$ cat src/rtl/xor_stream_deframer_if.sv
// Byte-stream side of the deframer: serial bit input, valid/ready byte output and status.
// The slave modport is the deframer; the master modport is whoever feeds and drains it.
interface xor_stream_deframer_if;
    logic       bit_i;
    logic       bit_en;
    logic [7:0] byte_o;
    logic       byte_valid;
    logic       byte_ready;
    logic       locked;
    logic       frame_done;
    logic       overrun;
    logic       chk_err;

    modport master (
        output bit_i, bit_en, byte_ready,
        input  byte_o, byte_valid, locked, frame_done, overrun, chk_err
    );

    modport slave (
        input  bit_i, bit_en, byte_ready,
        output byte_o, byte_valid, locked, frame_done, overrun, chk_err
    );
endinterface

$ cat src/rtl/xor_stream_deframer.sv
// Sync-byte hunter and fixed-length payload assembler for the XOR stream cipher receive path.
// Define CHECKSUM_EN to expect a trailing XOR checksum byte after each payload.
module xor_stream_deframer #(
    parameter logic [7:0] SYNC        = 8'hA5,
    parameter int         PAYLOAD_LEN = 4
) (
    input logic                  clk,
    input logic                  rst,
    xor_stream_deframer_if.slave dif
);

    localparam logic [7:0] LAST_BYTE = 8'(PAYLOAD_LEN - 1);

`ifdef CHECKSUM_EN
    typedef enum logic [1:0] {HUNT, PAYLOAD, CHECK} state_t;
`else
    typedef enum logic [1:0] {HUNT, PAYLOAD} state_t;
`endif

    state_t     state_q;
    logic [7:0] shreg_q;
    logic [7:0] shreg_d;
    logic [2:0] bit_cnt_q;
    logic [7:0] byte_cnt_q;
    logic [7:0] byte_o_q;
    logic       byte_valid_q;
    logic       locked_q;
    logic       frame_done_q;
    logic       overrun_q;
    logic       byte_accept;
`ifdef CHECKSUM_EN
    logic [7:0] chk_acc_q;
    logic       chk_err_q;
`endif

    assign shreg_d     = {shreg_q[6:0], dif.bit_i};
    assign byte_accept = byte_valid_q & dif.byte_ready;

    always_ff @(posedge clk or negedge rst) begin
        if (!rst) begin
            state_q      <= HUNT;
            shreg_q      <= 8'h00;
            bit_cnt_q    <= 3'd0;
            byte_cnt_q   <= 8'd0;
            byte_o_q     <= 8'h00;
            byte_valid_q <= 1'b0;
            locked_q     <= 1'b0;
            frame_done_q <= 1'b0;
            overrun_q    <= 1'b0;
`ifdef CHECKSUM_EN
            chk_acc_q    <= 8'h00;
            chk_err_q    <= 1'b0;
`endif
        end else begin
            frame_done_q <= 1'b0;
`ifdef CHECKSUM_EN
            chk_err_q    <= 1'b0;
`endif
            if (byte_accept) begin
                byte_valid_q <= 1'b0;
            end
            if (dif.bit_en) begin
                shreg_q <= shreg_d;
                case (state_q)
                    HUNT: begin
                        if (shreg_d == SYNC) begin
                            state_q    <= PAYLOAD;
                            bit_cnt_q  <= 3'd0;
                            byte_cnt_q <= 8'd0;
                            locked_q   <= 1'b1;
`ifdef CHECKSUM_EN
                            chk_acc_q  <= 8'h00;
`endif
                        end
                    end
                    PAYLOAD: begin
                        bit_cnt_q <= bit_cnt_q + 3'd1;
                        if (bit_cnt_q == 3'd7) begin
                            // A byte being accepted this edge frees the holding register.
                            if (!byte_valid_q || byte_accept) begin
                                byte_o_q     <= shreg_d;
                                byte_valid_q <= 1'b1;
                            end else begin
                                overrun_q <= 1'b1;
                            end
                            byte_cnt_q <= byte_cnt_q + 8'd1;
`ifdef CHECKSUM_EN
                            chk_acc_q <= chk_acc_q ^ shreg_d;
                            if (byte_cnt_q == LAST_BYTE) begin
                                state_q <= CHECK;
                            end
`else
                            if (byte_cnt_q == LAST_BYTE) begin
                                state_q      <= HUNT;
                                locked_q     <= 1'b0;
                                frame_done_q <= 1'b1;
                                shreg_q      <= 8'h00;
                            end
`endif
                        end
                    end
`ifdef CHECKSUM_EN
                    CHECK: begin
                        bit_cnt_q <= bit_cnt_q + 3'd1;
                        if (bit_cnt_q == 3'd7) begin
                            state_q      <= HUNT;
                            locked_q     <= 1'b0;
                            frame_done_q <= 1'b1;
                            shreg_q      <= 8'h00;
                            chk_err_q    <= (shreg_d != chk_acc_q);
                        end
                    end
`endif
                    default: state_q <= HUNT;
                endcase
            end
        end
    end

    assign dif.byte_o     = byte_o_q;
    assign dif.byte_valid = byte_valid_q;
    assign dif.locked     = locked_q;
    assign dif.frame_done = frame_done_q;
    assign dif.overrun    = overrun_q;
`ifdef CHECKSUM_EN
    assign dif.chk_err    = chk_err_q;
`else
    assign dif.chk_err    = 1'b0;
`endif

endmodule

$ cat src/flat_wrapper.sv
// flat-port wrapper written by rule: the top's interface ports become plain ports
module xor_stream_deframer_flat 
#(
    parameter logic [7:0] SYNC        = 8'hA5,
    parameter int         PAYLOAD_LEN = 4
)
  (clk, rst, dif_bit_i, dif_bit_en, dif_byte_ready, dif_byte_o, dif_byte_valid, dif_locked, dif_frame_done, dif_overrun, dif_chk_err);
  xor_stream_deframer_if dif_i ();
  input logic clk;
  input logic rst;
  input wire logic [$bits(dif_i.bit_i)-1:0] dif_bit_i;
  input wire logic [$bits(dif_i.bit_en)-1:0] dif_bit_en;
  input wire logic [$bits(dif_i.byte_ready)-1:0] dif_byte_ready;
  output wire logic [$bits(dif_i.byte_o)-1:0] dif_byte_o;
  output wire logic [$bits(dif_i.byte_valid)-1:0] dif_byte_valid;
  output wire logic [$bits(dif_i.locked)-1:0] dif_locked;
  output wire logic [$bits(dif_i.frame_done)-1:0] dif_frame_done;
  output wire logic [$bits(dif_i.overrun)-1:0] dif_overrun;
  output wire logic [$bits(dif_i.chk_err)-1:0] dif_chk_err;
  assign dif_i.bit_i = dif_bit_i;
  assign dif_i.bit_en = dif_bit_en;
  assign dif_i.byte_ready = dif_byte_ready;
  assign dif_byte_o = dif_i.byte_o;
  assign dif_byte_valid = dif_i.byte_valid;
  assign dif_locked = dif_i.locked;
  assign dif_frame_done = dif_i.frame_done;
  assign dif_overrun = dif_i.overrun;
  assign dif_chk_err = dif_i.chk_err;
  xor_stream_deframer #(.SYNC(SYNC), .PAYLOAD_LEN(PAYLOAD_LEN)) u_core (.clk(clk), .rst(rst), .dif(dif_i));
endmodule
$ cat config.mk
export PLATFORM = sky130hd
export DESIGN_NAME = xor_stream_deframer_flat
export DESIGN_NICKNAME = d
export VERILOG_FILES = /design/src/rtl/xor_stream_deframer_if.sv /design/src/rtl/xor_stream_deframer.sv /design/src/flat_wrapper.sv
export SDC_FILE = /design/constraint.sdc
export NUM_CORES = 1
export LEC_CHECK = 0
export CORE_MARGIN = 2
export CORE_UTILIZATION = 61
export CTS_CLUSTER_DIAMETER = 120
export DETAILED_ROUTE_END_ITERATION = 10
export DONT_BUFFER_PORTS = 1
export PLACE_DENSITY = 0.77
export SLEW_MARGIN = 20
export SYNTH_ARGS = -nofsm -noshare
export SYNTH_HDL_FRONTEND = slang
export SYNTH_SLANG_ARGS = --single-unit
$ cat constraint.sdc
create_clock -name clk -period 3.4 [get_ports clk]
set_input_delay 0.17 -clock clk [delete_from_list [all_inputs] [get_ports clk]]
set_output_delay 0.17 -clock clk [all_outputs]
set_load 0.02 [all_outputs]
Word level (Yosys, flattened, before mapping)
Index checks and enable logic that the tools add are counted.
{"block": "totals", "ff_bits": 32, "inputBits": 5, "out_inout_bits": 13}
{"block": "op_classes", "n_addsub": 2, "eq_ne": 7, "muxes": 25, "n_bitwise": 2, "n_reduce_logical": 10}
{"op": "$mux 7", "count": 3}
{"op": "$mux 8", "count": 2}
{"op": "$pmux 8 s2", "count": 1}
{"op": "$reduce_and 4->1", "count": 4}
{"op": "$mux 1", "count": 12}
{"op": "$add 8x1->8 const B", "count": 1}
{"op": "$eq 8x2->1 const B", "count": 1}
{"op": "$eq 8x8->1 const B", "count": 1}
{"op": "$mux 2", "count": 3}
{"op": "$ne 2x1->1 const B", "count": 3}
{"op": "$pmux 3 s2", "count": 1}
{"op": "$reduce_and 5->1", "count": 1}
{"op": "$pmux 2 s2", "count": 1}
{"op": "$add 3x1->3 const B", "count": 1}
{"op": "$eq 3x3->1 const B", "count": 1}
{"op": "$mux 3", "count": 1}
{"op": "$reduce_and 3->1", "count": 1}
{"op": "$eq 2x1->1 const B", "count": 1}
{"op": "$logic_not 2->1", "count": 1}
{"op": "$pmux 1 s2", "count": 1}
{"op": "$reduce_bool 2->1", "count": 1}
{"op": "$and 1x1->1", "count": 1}
{"op": "$logic_not 1->1", "count": 1}
{"op": "$logic_or 1x1->1", "count": 1}
{"op": "$not 1->1", "count": 1}

Longest topological paths before layout
{"block": "logic_depth", "word_depth": 6, "ltp_mapped": 6, "ltp_nobuf": 5}

Worst setup path before layout
Ideal clock, no wire load.
{"block": "synth_path", "path_type": "flip-flop to flip-flop", "startpoint": "register u_core.bit_cnt_q[0]", "endpoint": "register u_core.byte_cnt_q[7]", "arrival_time_ns": 1.538, "required_time_ns": 3.327, "path_slack_ns": 1.789, "path_stages_with_launch": 6, "path_buffers": 0, "synth_period_minus_slack_ns": 1.611, "cell_sequence": "dfrtp_1 -> ha_1 -> ha_1 -> nand4_4 -> or4_4 -> a21oi_2"}
{"block": "synth_between", "elab_chain_cells": 3}
{"item": "start, declared", "line_no": "xor_stream_deframer.sv:23", "text": "logic [2:0] bit_cnt_q;"}
{"item": "start signal, assigned", "line_no": "xor_stream_deframer.sv:77", "text": "bit_cnt_q <= bit_cnt_q + 3'd1;"}
{"item": "$eq 3x3->1", "line_no": "xor_stream_deframer.sv:78", "text": "if (bit_cnt_q == 3'd7) begin"}
{"item": "$ne 2x1->1 (no source line)"}
{"item": "$reduce_and 4->1 (no source line)"}
{"item": "end signal, assigned", "line_no": "xor_stream_deframer.sv:86", "text": "byte_cnt_q <= byte_cnt_q + 8'd1;"}
{"item": "end, declared", "line_no": "xor_stream_deframer.sv:24", "text": "logic [7:0] byte_cnt_q;"}
No other way between the ends.
A chain may end at the register's enable or synchronous reset.

Worst setup path in the final report
{"block": "layout_path", "startpoint": "register u_core.state_q[0]", "endpoint": "register u_core.byte_o_q[1] (netlist: u_core.dif.byte_o[1])"}
{"block": "layout_between", "elab_chain_cells": 2}
{"item": "start, declared", "line_no": "xor_stream_deframer.sv:20", "text": "state_t state_q;"}
{"item": "start signal, assigned", "line_no": "xor_stream_deframer.sv:41", "text": "state_q <= HUNT;"}
{"item": "start signal, assigned", "line_no": "xor_stream_deframer.sv:67", "text": "state_q <= PAYLOAD;"}
{"item": "start signal, assigned", "line_no": "xor_stream_deframer.sv:94", "text": "state_q <= HUNT;"}
{"item": "$eq 2x1->1", "line_no": "xor_stream_deframer.sv:64", "text": "case (state_q)"}
{"item": "$reduce_and 4->1 (no source line)"}
{"item": "end signal, assigned", "line_no": "xor_stream_deframer.sv:81", "text": "byte_o_q <= shreg_d;"}
{"item": "end, declared", "line_no": "xor_stream_deframer.sv:25", "text": "logic [7:0] byte_o_q;"}
No other way between the ends.

==> impl_metrics.ini <==
[outcome]
outcome = complete, no violations

[critical_path]
worstPathCellList = nand3_1 > nor2b_1 > mux2_2
cpMaxStageDelayCell = dfrtp_1
crit_required_ns = 3.63
cp_max_fo = 12
cp-start-kind = flip-flop
rr_endpoint = u_core.dif.byte_o[1]$_DFFE_PN0P_
end_kind = flip-flop
worst-setup-path-type = flip-flop to flip-flop
worstRegToRegCells = 3
rr_startpoint = u_core.state_q[0]$_DFFE_PN0P_
ff2ff_setup_slack_ns = 1.28
max_stage_delay_ns = 0.72
arrival_ns = 2.35

[routing]
vias_per_cell = 6.08
drt-wirelength-per-cell_um = 16.8
first_pass_iters = 4
drc = 0
ant_nets = 0
vias = 949
drt_iter0_drc = 26
drt-total-wl_mm = 2.62

[sta]
fmax_mhz = 471
period_needed_ns = 2.12
min_period_over_period_pct = 62.4
maxSlewViolCount = 0
rsz0062_at_grt = no
fin_setup_tns_ns = 0
hold_viol_final = 0
slew_headroom_pct = 55.0
worst_slew_pin_slew_ns = 0.674
setup_viol = 0
worst_slack_ns = 1.28
final.setup_skew_ns = 0.0108

[clocking]
cts_max_level = 2
post_cts_buffers = 0
cts_tree = yes
ctsLongestPathBuffers = 2
cts_root_buf = clkbuf_4
cts_made_buffers = 5
clk_pin_slew_ns = 0.10
cts_sinks = 30
cts_resized = 0
insertion_delay_ns = 0.34
hold_buffers = 4

[place]
io_buffers = 0
dp_slack_ns = 1.26
gp_congestion = 0.807
place_hpwl_mm = 1.81

[yosys]
syn_avg_cell_area_um2 = 11.8
ys_ff_latch = 30
synth_area_um2 = 1430
netlist_instances = 121
yosys_warnings = 0
synth_seq_area_share_pct = 52.6
synth.distinct_cells = 37
syn_nets = 130

[hold_path]
hold_class = primary input to flip-flop
hold_end = u_core.state_q[0]$_DFFE_PN0P_
min_path_cells = 3
worstHoldStart = dif_bit_en

[floorplanning]
die_area_um2 = 2740
die-height_um = 52.4
core_region_area_um2 = 2210
rows = 17
die_w_um = 52.4
io_pins = 18
start_util_pct = 64.5

[global_route]
overflow = 0
grt_pass1_wl_mm = 4.51
grt_start_max_net_pins = 31
grt_pass1_vias = 965
antenna_found_initial = 0
grt.total_usage_pct = 24.0

[final_layout]
layout_commonest_cell = dfrtp_1
fill_cells = 168
area_delta_synth_final_pct = 7.90
drive_gt1_share_pct = 22.7
seq_area_um2 = 751
layout.nets = 136
multiInputGateArea_um2 = 621
num_antenna_cells = 0
layout_common_cells = dfrtp_1 (30), nand2_1 (10), mux2_2 (8), a21oi_1 (7)

[power_and_ir_drop]
pwr_density_cell_nw_per_um2 = 538
p_int_mw = 0.564
ir_worst_vdd_v = 0.000356
seqPwrFrac_pct = 57.5
power_frac_comb_pct = 15.1
power_switching_mw = 0.264
swShare_pct = 31.9
clkPwrFrac_pct = 27.5
power.static_leakage_nw = 0.697

[run]
cap_violations = 0
==> flip-flops by register name (all words and copies together), names as in the netlist <==
| name | count |
|---|---|
| u_core.bit_cnt_q | 3 |
| u_core.byte_cnt_q | 8 |
| u_core.dif.byte_o | 8 |
| u_core.dif.byte_valid | 1 |
| u_core.dif.frame_done | 1 |
| u_core.dif.overrun | 1 |
| u_core.shreg_q | 7 |
| u_core.state_q | 1 |
==> worst max-delay path by stage <==
stage / startpoint / endpoint / depth (start not counted)
final: u_core.state_q[0]$_DFFE_PN0P_ / u_core.dif.byte_o[1]$_DFFE_PN0P_ / 3
after global routing: u_core.state_q[0]$_DFFE_PN0P_ / u_core.dif.byte_o[1]$_DFFE_PN0P_ / 3
after CTS: u_core.state_q[0]$_DFFE_PN0P_ / u_core.dif.byte_o[1]$_DFFE_PN0P_ / 3
after detailed placement: u_core.state_q[0]$_DFFE_PN0P_ / u_core.dif.byte_o[1]$_DFFE_PN0P_ / 3
after global placement: u_core.state_q[0]$_DFFE_PN0P_ / u_core.dif.byte_o[0]$_DFFE_PN0P_ / 3
after floorplan: u_core.bit_cnt_q[0]$_DFFE_PN0P_ / u_core.byte_cnt_q[7]$_DFFE_PN0P_ / 5
==> Yosys cell counts <==
cell type,n,share of area (%)
dfrtp_1,30,53
nand2_1,10,2.6
mux2_2,8,6.3
a21oi_1,7,2.5
inv_1,5,1.3
nor2_1,5,1.3
ha_1,4,3.5
mux2i_1,4,2.8
o21ai_0,4,1.4
o31ai_1,4,2.1
nand3_1,3,1.1
o2bb2ai_1,3,1.8
and3_2,2,1.1
buf_2,2,0.70
buf_4,2,1.1
nand2b_1,2,0.88
nand4_1,2,0.88
nand4bb_1,2,1.6
o21bai_1,2,1.1
or4_1,2,1.1
or4_4,2,1.6
a21oi_2,1,0.61
a31oi_1,1,0.44
buf_6,1,0.79
conb_1,1,0.26
nand4_4,1,1.5
nor2b_1,1,0.44
nor3_2,1,0.70
nor3_4,1,1.1
nor4_4,1,1.5
o21ai_1,1,0.35
o22ai_1,1,0.44
or2_2,1,0.44
or3_1,1,0.44
or3_2,1,0.53
or3b_2,1,0.61
xor2_1,1,0.61
==> through the flow <==
step	hold WS [ns]	power [mW]	instances	cell area [um^2]	util (%)
4_1_cts	0.00333	0.842	156	1540	69.6
6_report	0.0211	0.827	156	1540	69.6
2_1_floorplan	-0.126	0.569	121	1430	-
3_5_place_dp	-0.125	0.595	144	1430	64.4
5_1_grt	0.0435	0.876	156	1540	69.6
3_3_place_gp	-0.125	0.582	144	1430	64.4
==> worst max-delay path: cells and delay by family, from the launching register on <==
kind             cells  cell delay, ns
AND/OR/NAND/NOR      2            0.87
flip-flops           1            0.72
multiplexers         1            0.42
==> metal layers <==
metal	up-vias	part of all wire [%]	track usage (%)
li1	445	-	-
met1	471	43	30.0
met2	26	48	35.2
met3	7	7.1	10.6
met4	0	2.2	11.5
met5	-	0	0
==> power by group through the flow <==
| stage | Clock, mW | Sequential, mW | Combinational (mW) |
|---|---|---|---|
| floorplan | 0 | 0.464 | 0.105 |
| detailed placement | 0 | 0.483 | 0.112 |
| global route | 0.248 | 0.485 | 0.142 |
| CTS | 0.239 | 0.476 | 0.127 |
| global placement | 0 | 0.479 | 0.104 |
| finish | 0.227 | 0.475 | 0.125 |
==> layout make-up <==
class,instances,area share [%]
clock buffer,6,3.33
clock inverter,2,0.813
inverter,5,1.22
multi-input combinational,81,40.3
sequential,30,48.8
tap,28,2.28
timing repair buffer,4,3.25
==> kinds of logic (layout without fill, tap and decap cells) <==
group	after synthesis	in the layout	share of synthesized area [%]
fa+ha+maj	4	4	3.51
xor+xnor	1	1	0.614
buf+inv	10	17	3.86
mux	12	12	9.12
simple gates	39	39	19.3
other cells	1	1	0.263
compound gates	24	24	10.7
flops	30	30	52.6
No activity file was read; power rests on OpenSTA's default activity.
